`src/rtl/usrt_pkg.sv`:
```
// Shared USRT types and constants for the receive and transmit paths.
// The transmitter uses the same even-parity helper as the receiver.
package usrt_pkg;

  typedef enum logic [1:0] {
    IDLE   = 2'd0,
    DATA   = 2'd1,
    PARITY = 2'd2,
    STOP   = 2'd3
  } rx_state_t;

  localparam int   USRT_DATA_W    = 8;
  localparam logic USRT_START_BIT = 1'b0;
  localparam logic USRT_STOP_BIT  = 1'b1;

  // Even parity: the parity bit makes the total count of ones even.
  function automatic logic usrt_even_parity(input logic [USRT_DATA_W-1:0] d);
    return ^d;
  endfunction

endpackage

```
`src/rtl/usrt_sync_fifo.sv`:
```
// Single-clock byte FIFO with pop-aware full. A push into a full FIFO is accepted
// only when a pop happens in the same cycle; otherwise it is reported on push_drop.
module usrt_sync_fifo #(
  parameter int DEPTH  = 4,
  parameter int DATA_W = 8
) (
  input  logic                     clk,
  input  logic                     rst_n,
  input  logic                     push,
  input  logic [DATA_W-1:0]        push_data,
  input  logic                     pop,
  output logic [DATA_W-1:0]        head,
  output logic                     full,
  output logic                     empty,
  output logic [$clog2(DEPTH):0]   count,
  output logic                     push_drop
);

  localparam int AW = $clog2(DEPTH);
  localparam logic [AW-1:0] PTR_ONE = AW'(1);
  localparam logic [AW:0]   CNT_ONE = (AW+1)'(1);
  localparam logic [AW:0]   CNT_MAX = (AW+1)'(DEPTH);

  logic [DATA_W-1:0] mem [DEPTH];
  logic [AW-1:0]     rd_ptr;
  logic [AW-1:0]     wr_ptr;
  logic              pop_ok;
  logic              push_ok;

  assign empty     = (count == '0);
  assign full      = (count == CNT_MAX);
  assign pop_ok    = pop && !empty;
  assign push_ok   = push && (!full || pop_ok);
  assign push_drop = push && !push_ok;
  assign head      = empty ? '0 : mem[rd_ptr];

  always_ff @(posedge clk) begin
    if (push_ok) mem[wr_ptr] <= push_data;
  end

  always_ff @(posedge clk or negedge rst_n) begin
    if (!rst_n) begin
      rd_ptr <= '0;
      wr_ptr <= '0;
      count  <= '0;
    end else begin
      if (push_ok) wr_ptr <= wr_ptr + PTR_ONE;
      if (pop_ok)  rd_ptr <= rd_ptr + PTR_ONE;
      if (push_ok && !pop_ok)      count <= count + CNT_ONE;
      else if (pop_ok && !push_ok) count <= count - CNT_ONE;
    end
  end

endmodule

```
`src/rtl/usrt_rx_deframer.sv`:
```
// USRT receive deframer: samples Tx on bit_tick, strips framing, queues bytes.
// Define USRT_PARITY_EN to expect an even-parity bit between data bit 7 and stop.
module usrt_rx_deframer
  import usrt_pkg::*;
#(
  parameter int DEPTH  = 4,
  parameter int DATA_W = USRT_DATA_W
) (
  input  logic                   pClk,
  input  logic                   pReset,
  input  logic                   bit_tick,
  input  logic                   Tx,
  input  logic                   rReady,
  input  logic                   err_clr,
  output logic [DATA_W-1:0]      rData,
  output logic                   rValid,
  output logic                   rFull,
  output logic                   frame_err,
  output logic                   overrun,
  output logic                   parity_err,
  output rx_state_t              state,
  output logic [$clog2(DEPTH):0] fill
);

  // Handshake: the head byte on rData is consumed on any cycle where rValid && rReady.
  localparam logic [2:0] LAST_BIT = 3'(DATA_W - 1);

  rx_state_t         next_state;
  logic [2:0]        cnt;
  logic [DATA_W-1:0] shreg;
  logic              push;
  logic              set_ferr;
  logic              set_perr;
  logic              push_drop;
  logic              fifo_empty;
  logic              par_bad;

  always_ff @(posedge pClk or negedge pReset) begin
    if (!pReset) state <= IDLE;
    else         state <= next_state;
  end

  always_comb begin
    next_state = state;
    push       = 1'b0;
    set_ferr   = 1'b0;
    set_perr   = 1'b0;
    if (bit_tick) begin
      case (state)
        IDLE: if (Tx == USRT_START_BIT) next_state = DATA;
        DATA: begin
          if (cnt == LAST_BIT) begin
`ifdef USRT_PARITY_EN
            next_state = PARITY;
`else
            next_state = STOP;
`endif
          end
        end
`ifdef USRT_PARITY_EN
        PARITY: next_state = STOP;
`endif
        STOP: begin
          next_state = IDLE;
          // A bad stop bit outranks a parity mismatch; either way the byte is dropped.
          if (Tx != USRT_STOP_BIT) set_ferr = 1'b1;
          else if (par_bad)        set_perr = 1'b1;
          else                     push     = 1'b1;
        end
        default: next_state = IDLE;
      endcase
    end
  end

  always_ff @(posedge pClk or negedge pReset) begin
    if (!pReset) begin
      cnt   <= '0;
      shreg <= '0;
    end else if (bit_tick) begin
      if (state == IDLE) begin
        cnt <= '0;
      end else if (state == DATA) begin
        shreg[cnt] <= Tx;
        cnt        <= cnt + 3'd1;
      end
    end
  end

`ifdef USRT_PARITY_EN
  always_ff @(posedge pClk or negedge pReset) begin
    if (!pReset) begin
      par_bad <= 1'b0;
    end else if (bit_tick) begin
      if (state == IDLE)        par_bad <= 1'b0;
      else if (state == PARITY) par_bad <= (usrt_even_parity(shreg) != Tx);
    end
  end

  always_ff @(posedge pClk or negedge pReset) begin
    if (!pReset) parity_err <= 1'b0;
    else         parity_err <= set_perr || (parity_err && !err_clr);
  end
`else
  assign par_bad    = 1'b0;
  assign parity_err = 1'b0;
`endif

  // Sticky flags: a new event in the same cycle as err_clr keeps the flag set.
  always_ff @(posedge pClk or negedge pReset) begin
    if (!pReset) begin
      frame_err <= 1'b0;
      overrun   <= 1'b0;
    end else begin
      frame_err <= set_ferr || (frame_err && !err_clr);
      overrun   <= push_drop || (overrun && !err_clr);
    end
  end

  usrt_sync_fifo #(
    .DEPTH  (DEPTH),
    .DATA_W (DATA_W)
  ) u_fifo (
    .clk       (pClk),
    .rst_n     (pReset),
    .push      (push),
    .push_data (shreg),
    .pop       (rReady),
    .head      (rData),
    .full      (rFull),
    .empty     (fifo_empty),
    .count     (fill),
    .push_drop (push_drop)
  );

  assign rValid = !fifo_empty;

endmodule

```
`config.mk`:
```
export PLATFORM = sky130hd
export DESIGN_NAME = usrt_rx_deframer
export DESIGN_NICKNAME = d
export VERILOG_FILES = /design/src/rtl/usrt_pkg.sv /design/src/rtl/usrt_sync_fifo.sv /design/src/rtl/usrt_rx_deframer.sv
export SDC_FILE = /design/constraint.sdc
export NUM_CORES = 1
export LEC_CHECK = 0
export ABC_AREA = 1
export CAP_MARGIN = 10
export CELL_PAD_IN_SITES_DETAIL_PLACEMENT = 1
export CELL_PAD_IN_SITES_GLOBAL_PLACEMENT = 2
export CORE_ASPECT_RATIO = 0.9
export CORE_MARGIN = 4
export CORE_UTILIZATION = 39
export DETAILED_ROUTE_END_ITERATION = 8
export DONT_BUFFER_PORTS = 1
export GPL_TIMING_DRIVEN = 0
export PLACE_DENSITY_LB_ADDON = 0.15
export SYNTH_ARGS = -nofsm -noshare
export SYNTH_HDL_FRONTEND = slang
export SYNTH_SLANG_ARGS = --single-unit
```
`constraint.sdc`:
```
create_clock -name pClk -period 2.29 [get_ports pClk]
set_clock_uncertainty 0.2 [all_clocks]
set_input_delay 0.229 -clock pClk [delete_from_list [all_inputs] [get_ports pClk]]
set_output_delay 0.229 -clock pClk [all_outputs]
set_load 0.005 [all_outputs]
```
# Yosys cells after proc, flatten, opt, wreduce, memory -nomap -nowiden
# Memory sizes are Yosys's and may differ from the RTL's.
# Cells that the tools add are included.
[totals]
regBits = 22
latchBits = 0
ram_bits = 32
mem_bits_ro = 0
out_inout_bits = 18
mem_count = 1
[mem_list]
columns = ["name", "words", "width", "rd", "rd_clocked_by_memory_dff", "write_ports", "line_no", "rtl"]
rows = [
  ["u_fifo.mem", 4, 8, 1, 0, 1, "usrt_sync_fifo.sv:24", "logic [DATA_W-1:0] mem [DEPTH];"],
]
[classes]
addsub = 5
mul = 0
n_div = 0
n_lt_le_gt_ge = 2
eq_ne = 6
shift = 0
muxes = 19
bitwise_logic = 1
n_reduce_logical = 23
[op_table]
columns = ["operator", "n"]
rows = [
  ["$mux 3", 4],
  ["$mux 1", 9],
  ["$bwmux 8", 1],
  ["$logic_and 1x1->1", 8],
  ["$mux 8", 1],
  ["$add 3x1->3 const B", 2],
  ["$eq 3x3->1 const B", 2],
  ["$reduce_and 3->1", 2],
  ["$logic_not 1->1", 5],
  ["$add 2x1->2 const B", 2],
  ["$lt 3x4->1 const B", 1],
  ["$mux 2", 2],
  ["$ne 2x2->1 const B", 2],
  ["$pmux 2 s2", 1],
  ["$reduce_bool 2->1", 2],
  ["$demux 1 s3", 1],
  ["$ge 3x1->1 const B", 1],
  ["$logic_not 3->1", 1],
  ["$logic_or 1x1->1", 3],
  ["$sub 3x1->3 const B", 1],
  ["$eq 2x1->1 const B", 1],
  ["$eq 2x2->1 const B", 1],
  ["$logic_not 2->1", 1],
  ["$reduce_and 2->1", 1],
  ["$not 1->1", 1],
]

# Longest topological paths before layout
[depth]
ltp_word = 9
depth_mapped = 13
depth_no_buf = 12

# Hierarchy
# Synthesis repeated with hierarchy kept, for this count alone.
[unflattened]
hier_cells = 284
area_unflattened_um2 = 2610.0
[modules_own_cells]
columns = ["module", "n_inst", "cells_each", "area_each_um2", "seq_area_each_um2"]
rows = [
  ["usrt_sync_fifo", 1, 186, 1840.5, 1136.1],
  ["usrt_rx_deframer", 1, 98, 769.5, 375.4],
]

# Worst setup path after synthesis
# No wires, ideal clock.
[synth_path]
path_kind = "register to register"
from = "reg state[0]"
to = "reg u_fifo.count[2]"
setup_ns = 0.117
t_arrival_ns = 1.682
required_time_ns = 1.973
path_slack_ns = 0.291
stages_incl_launch_ff = 13
n_path_buf = 1
path_cell_list = "dfrtp_1 -> buf_4 -> nand3_2 -> nor2_4 -> nand2_2 -> inv_1 -> ha_1 -> inv_1 -> fa_1 -> nand2_1 -> nand3_1 -> nand2_1 -> nand2_1"
[synth_between]
elab_chain_cells = 7
elab_cells_between_ends = 9
[synth_lines]
columns = ["element", "line_no", "rtl"]
rows = [
  ["from (decl)", "usrt_rx_deframer.sv:21", "output rx_state_t state,"],
  ["from (signal assigned)", "usrt_rx_deframer.sv:40", "else state <= next_state;"],
  ["$eq 2x2->1 (*)", "usrt_rx_deframer.sv:49", "case (state)"],
  ["$mux 1 (*)", "usrt_rx_deframer.sv:49", ""],
  ["$mux 1 (*)", "usrt_rx_deframer.sv:48", "if (bit_tick) begin"],
  ["$logic_and 1x1->1 (*)", "usrt_sync_fifo.sv:33", "assign push_ok = push && (!full || pop_ok);"],
  ["via u_fifo.push_ok", "usrt_sync_fifo.sv:28", "logic push_ok;"],
  ["$logic_not 1->1", "usrt_sync_fifo.sv:50", "else if (pop_ok && !push_ok) count <= count - CNT_ONE;"],
  ["$logic_and 1x1->1", "usrt_sync_fifo.sv:50", ""],
  ["$reduce_bool 2->1 (no line)", "-", ""],
  ["to (signal assigned)", "usrt_sync_fifo.sv:49", "if (push_ok && !pop_ok) count <= count + CNT_ONE;"],
  ["to (signal assigned)", "usrt_sync_fifo.sv:50", ""],
  ["to (decl)", "usrt_sync_fifo.sv:15", "output logic [$clog2(DEPTH):0] count,"],
]
# The timed path passes the listed nets; every way through them passes the cells marked *.
# A chain may end at the register's enable or synchronous reset.

# Worst setup path after layout
# Ends and elaborated chain as after synthesis.

==> summary.md <==
| Metric | Value |
|---|---|
| Share of layout cells above drive strength 1 | 11.0% |
| CTS H-tree depth | 2 |
| Period Utilization, post-route | 91.8% |
| Core area | 6250 um2 |
| Most common cell after layout, fill and taps aside | nand2_1 |
| CTS tree | built |
| ANT cells | 0 |
| Final Setup Violations | 0 |
| FF/Latch Area | 1510 um2 |
| CTS buffer count | 5 |
| Final hold vios | 0 |
| Synth Instances | 275 |
| DRC violations left | 0 |
| Final TNS setup | 0 ns |
| Cell Area, Placed | 2670 um2 |
| CP startpoint kind | flip-flop |
| Sequential share of the synthesized area | 59.1% |
| Slew HR | 46.6% |
| Drt pass-1 iters | 4 |
| Die area | 7920 um2 |
| Post-DRT Antenna Nets | 0 |
| CTS sink cnt | 54 |
| Critical-path top delay cell | dfrtp_1 |
| Static Leak | 1.37 nW |
| Most frequent cells in the layout | nand2_1 (71), inv_1 (57), nand3_1 (35) |
| Worst-path clk slew | 0.09 ns |
| Worst hold slack | 0.0181 ns |
| Core Rows | 27 |
| Placed cells | 362 |
| Crit path time final | 2.10 ns |
| CP Cell Sequence | buf_6 > nand3_2 > nor2_4 > nand2_4 > inv_1 > ha_2 > inv_1 > fa_2 > nand2_1 > nand3_1 > nand2_1 > nand2_1 |
| Largest net degree at the start of global routing | 23 |
| Initial antenna violation count | 0 |
| Yosys reg bits | 54 |
| Io pins | 24 |
| Root buffer cell | clkbuf_8 |
| Synth Area per Inst | 9.30 um2 |
| Slew Limit Fails | 0 |
| Syn nets | 289 |
| Die Y | 84.8 um |
| Ys async rst share | 40.7% |
| CP max FO | 6 |
| CP peak stage delay | 0.39 ns |
| Later-pin clock latency in the skew report | 0.31 ns |
| Post-route cell area | 2870 um2 |
| Worst Path Required | 2.30 ns |
| Fin nets | 305 |
| Status | completed |
| WL/cell | 14.3 um |
| Die Wd | 93.4 um |
| Multi-input logic area | 790 um2 |
| YS warnings | 0 |
| GRT overflow | 0 |
| All-Layer GR Usage | 15.1% |
| EDFF count, synth | 32 |
| Number of global-route vias before repair | 1,841 |
| CP most frequent cell | nand2_1 |
| Clk buf depth | 2 |
| CP top delay family | simple AND/OR/NAND/NOR gates |
| Post-DP HPWL | 3850 um |
| DR vias/cell | 4.66 |
| Crit path DAT | 2.11 ns |
| Max_cap viols | 0 |
| First-pass GRT wire length | 9160 um |
| Fillers | 739 |
| Hold crit path type | primary input to flip-flop |
| Distinct cells, synth | 24 |
| Port bufs | 0 |
| P per Cell Area | 1060 nW/um2 |
| GP Congestion | 0.701 |
| Starting density of the core | 40.9% |
| RSZ-0062 raised after global routing | false |
| Vias | 1,767 |
| R2R Setup Slk | 0.19 ns |
| DR iter-0 viols | 44 |
| Post-synthesis cell area | 2560 um2 |
| Final core occ | 46.0% |
| Drt total wl | 5400 um |
| Synth-to-layout area growth | 12.3% |
| Post-synth top flop | edfxtp_1 |
| Worst path bufs/invs | 3 |
| Post-Layout Cell Count | 379 |
| Max VDD drop | 0.000332 V |
| Max Clk Rate | 476 MHz |
| WS Path Type | flip-flop to flip-flop |
| Worst-margin pin slew | 0.799 ns |
| CP endpoint kind | flip-flop |
-- sequential cells by signal (all words and copies together) (netlist names) --
| name | count |
|---|---|
| cnt | 3 |
| frame_err | 1 |
| overrun | 1 |
| shreg | 8 |
| state | 2 |
| u_fifo.count | 3 |
| u_fifo.mem | 32 |
| u_fifo.rd_ptr | 2 |
| u_fifo.wr_ptr | 2 |
-- routing by layer --
metal / share of wire [%] / track usage, % / up-vias
met2: 50 / 25.6 / 18
li1: - / - / 893
met5: 0 / 0 / -
met1: 45 / 18.8 / 846
met4: 1.9 / 5.59 / 0
met3: 2.3 / 3.19 / 10
-- through the flow --
stage                     power, mW  setup WS [ns]
after floorplan                2.20          0.291
after global placement         2.48         0.0684
after detailed placement       2.52         0.0370
after CTS                      3.05         0.0206
after global routing           3.32       0.000271
final                          3.04          0.188
-- timing repair --
item,4_1_cts,5_1_grt
hold buffers,6,0
endpoints found under the hold margin,30,0
resized for setup,0,11
buffers inserted,0,3
setup endpoints to repair,0,34
-- logic make-up after synthesis --
family | count (synthesis) | synth area share (%)
xor+xnor | 2 | 0.685
other cells | 1 | 0.147
flops | 54 | 59.1
compound gates | 20 | 4.06
fa+ha+maj | 8 | 4.21
buf+inv | 67 | 11.0
simple gates | 123 | 20.9
-- area by class of cell --
cell class	instances	share of cell area, %
sequential	54	52.7
multi-input combinational	154	27.5
inverter	60	7.93
tap	87	3.79
timing repair buffer	9	3.31
clock buffer	6	2.53
buffer	7	1.96
clock inverter	2	0.305
-- final timing paths --
kind | startpoint | endpoint | cells past startpoint
max in group asynchronous | pReset | shreg[4] | 2
hold reg to reg | overrun | overrun | 2
min in group asynchronous | pReset | u_fifo.count[0] | 2
setup reg to reg | state[0] | u_fifo.count[2] | 12
setup / recovery | state[0] | u_fifo.count[2] | 12
hold / removal | bit_tick | shreg[6] | 3
-- worst min-delay path, delay by kind of cell --
family	cells	cell delay, ns
AOI/OAI and AO/OA	1	0.09
and+or+nand+nor	2	0.18
-- cell usage after synthesis (2+ instances only) --
| library cell | n | area (um2) |
|---|---|---|
| buf_2 | 3 | 15.0 |
| edfxtp_1 | 32 | 961 |
| a21oi_1 | 9 | 45.0 |
| nor2_4 | 2 | 22.5 |
| buf_4 | 2 | 15.0 |
| o21ai_0 | 9 | 45.0 |
| nand3_1 | 36 | 180 |
| ha_1 | 7 | 87.6 |
| xnor2_1 | 2 | 17.5 |
| inv_1 | 57 | 214 |
| nor2_1 | 9 | 33.8 |
| nand2_1 | 72 | 270 |
| dfrtp_1 | 22 | 551 |
| inv_2 | 2 | 7.51 |
| buf_6 | 2 | 22.5 |
-- power by group --
group	switching (mW)	leakage [nW]	internal [mW]
registers	0.211	0.566	1.27
clock network	0.297	0.0426	0.211
logic	0.679	0.759	0.377
total	1.19	1.37	1.86
(Power assumes the default switching activity.)
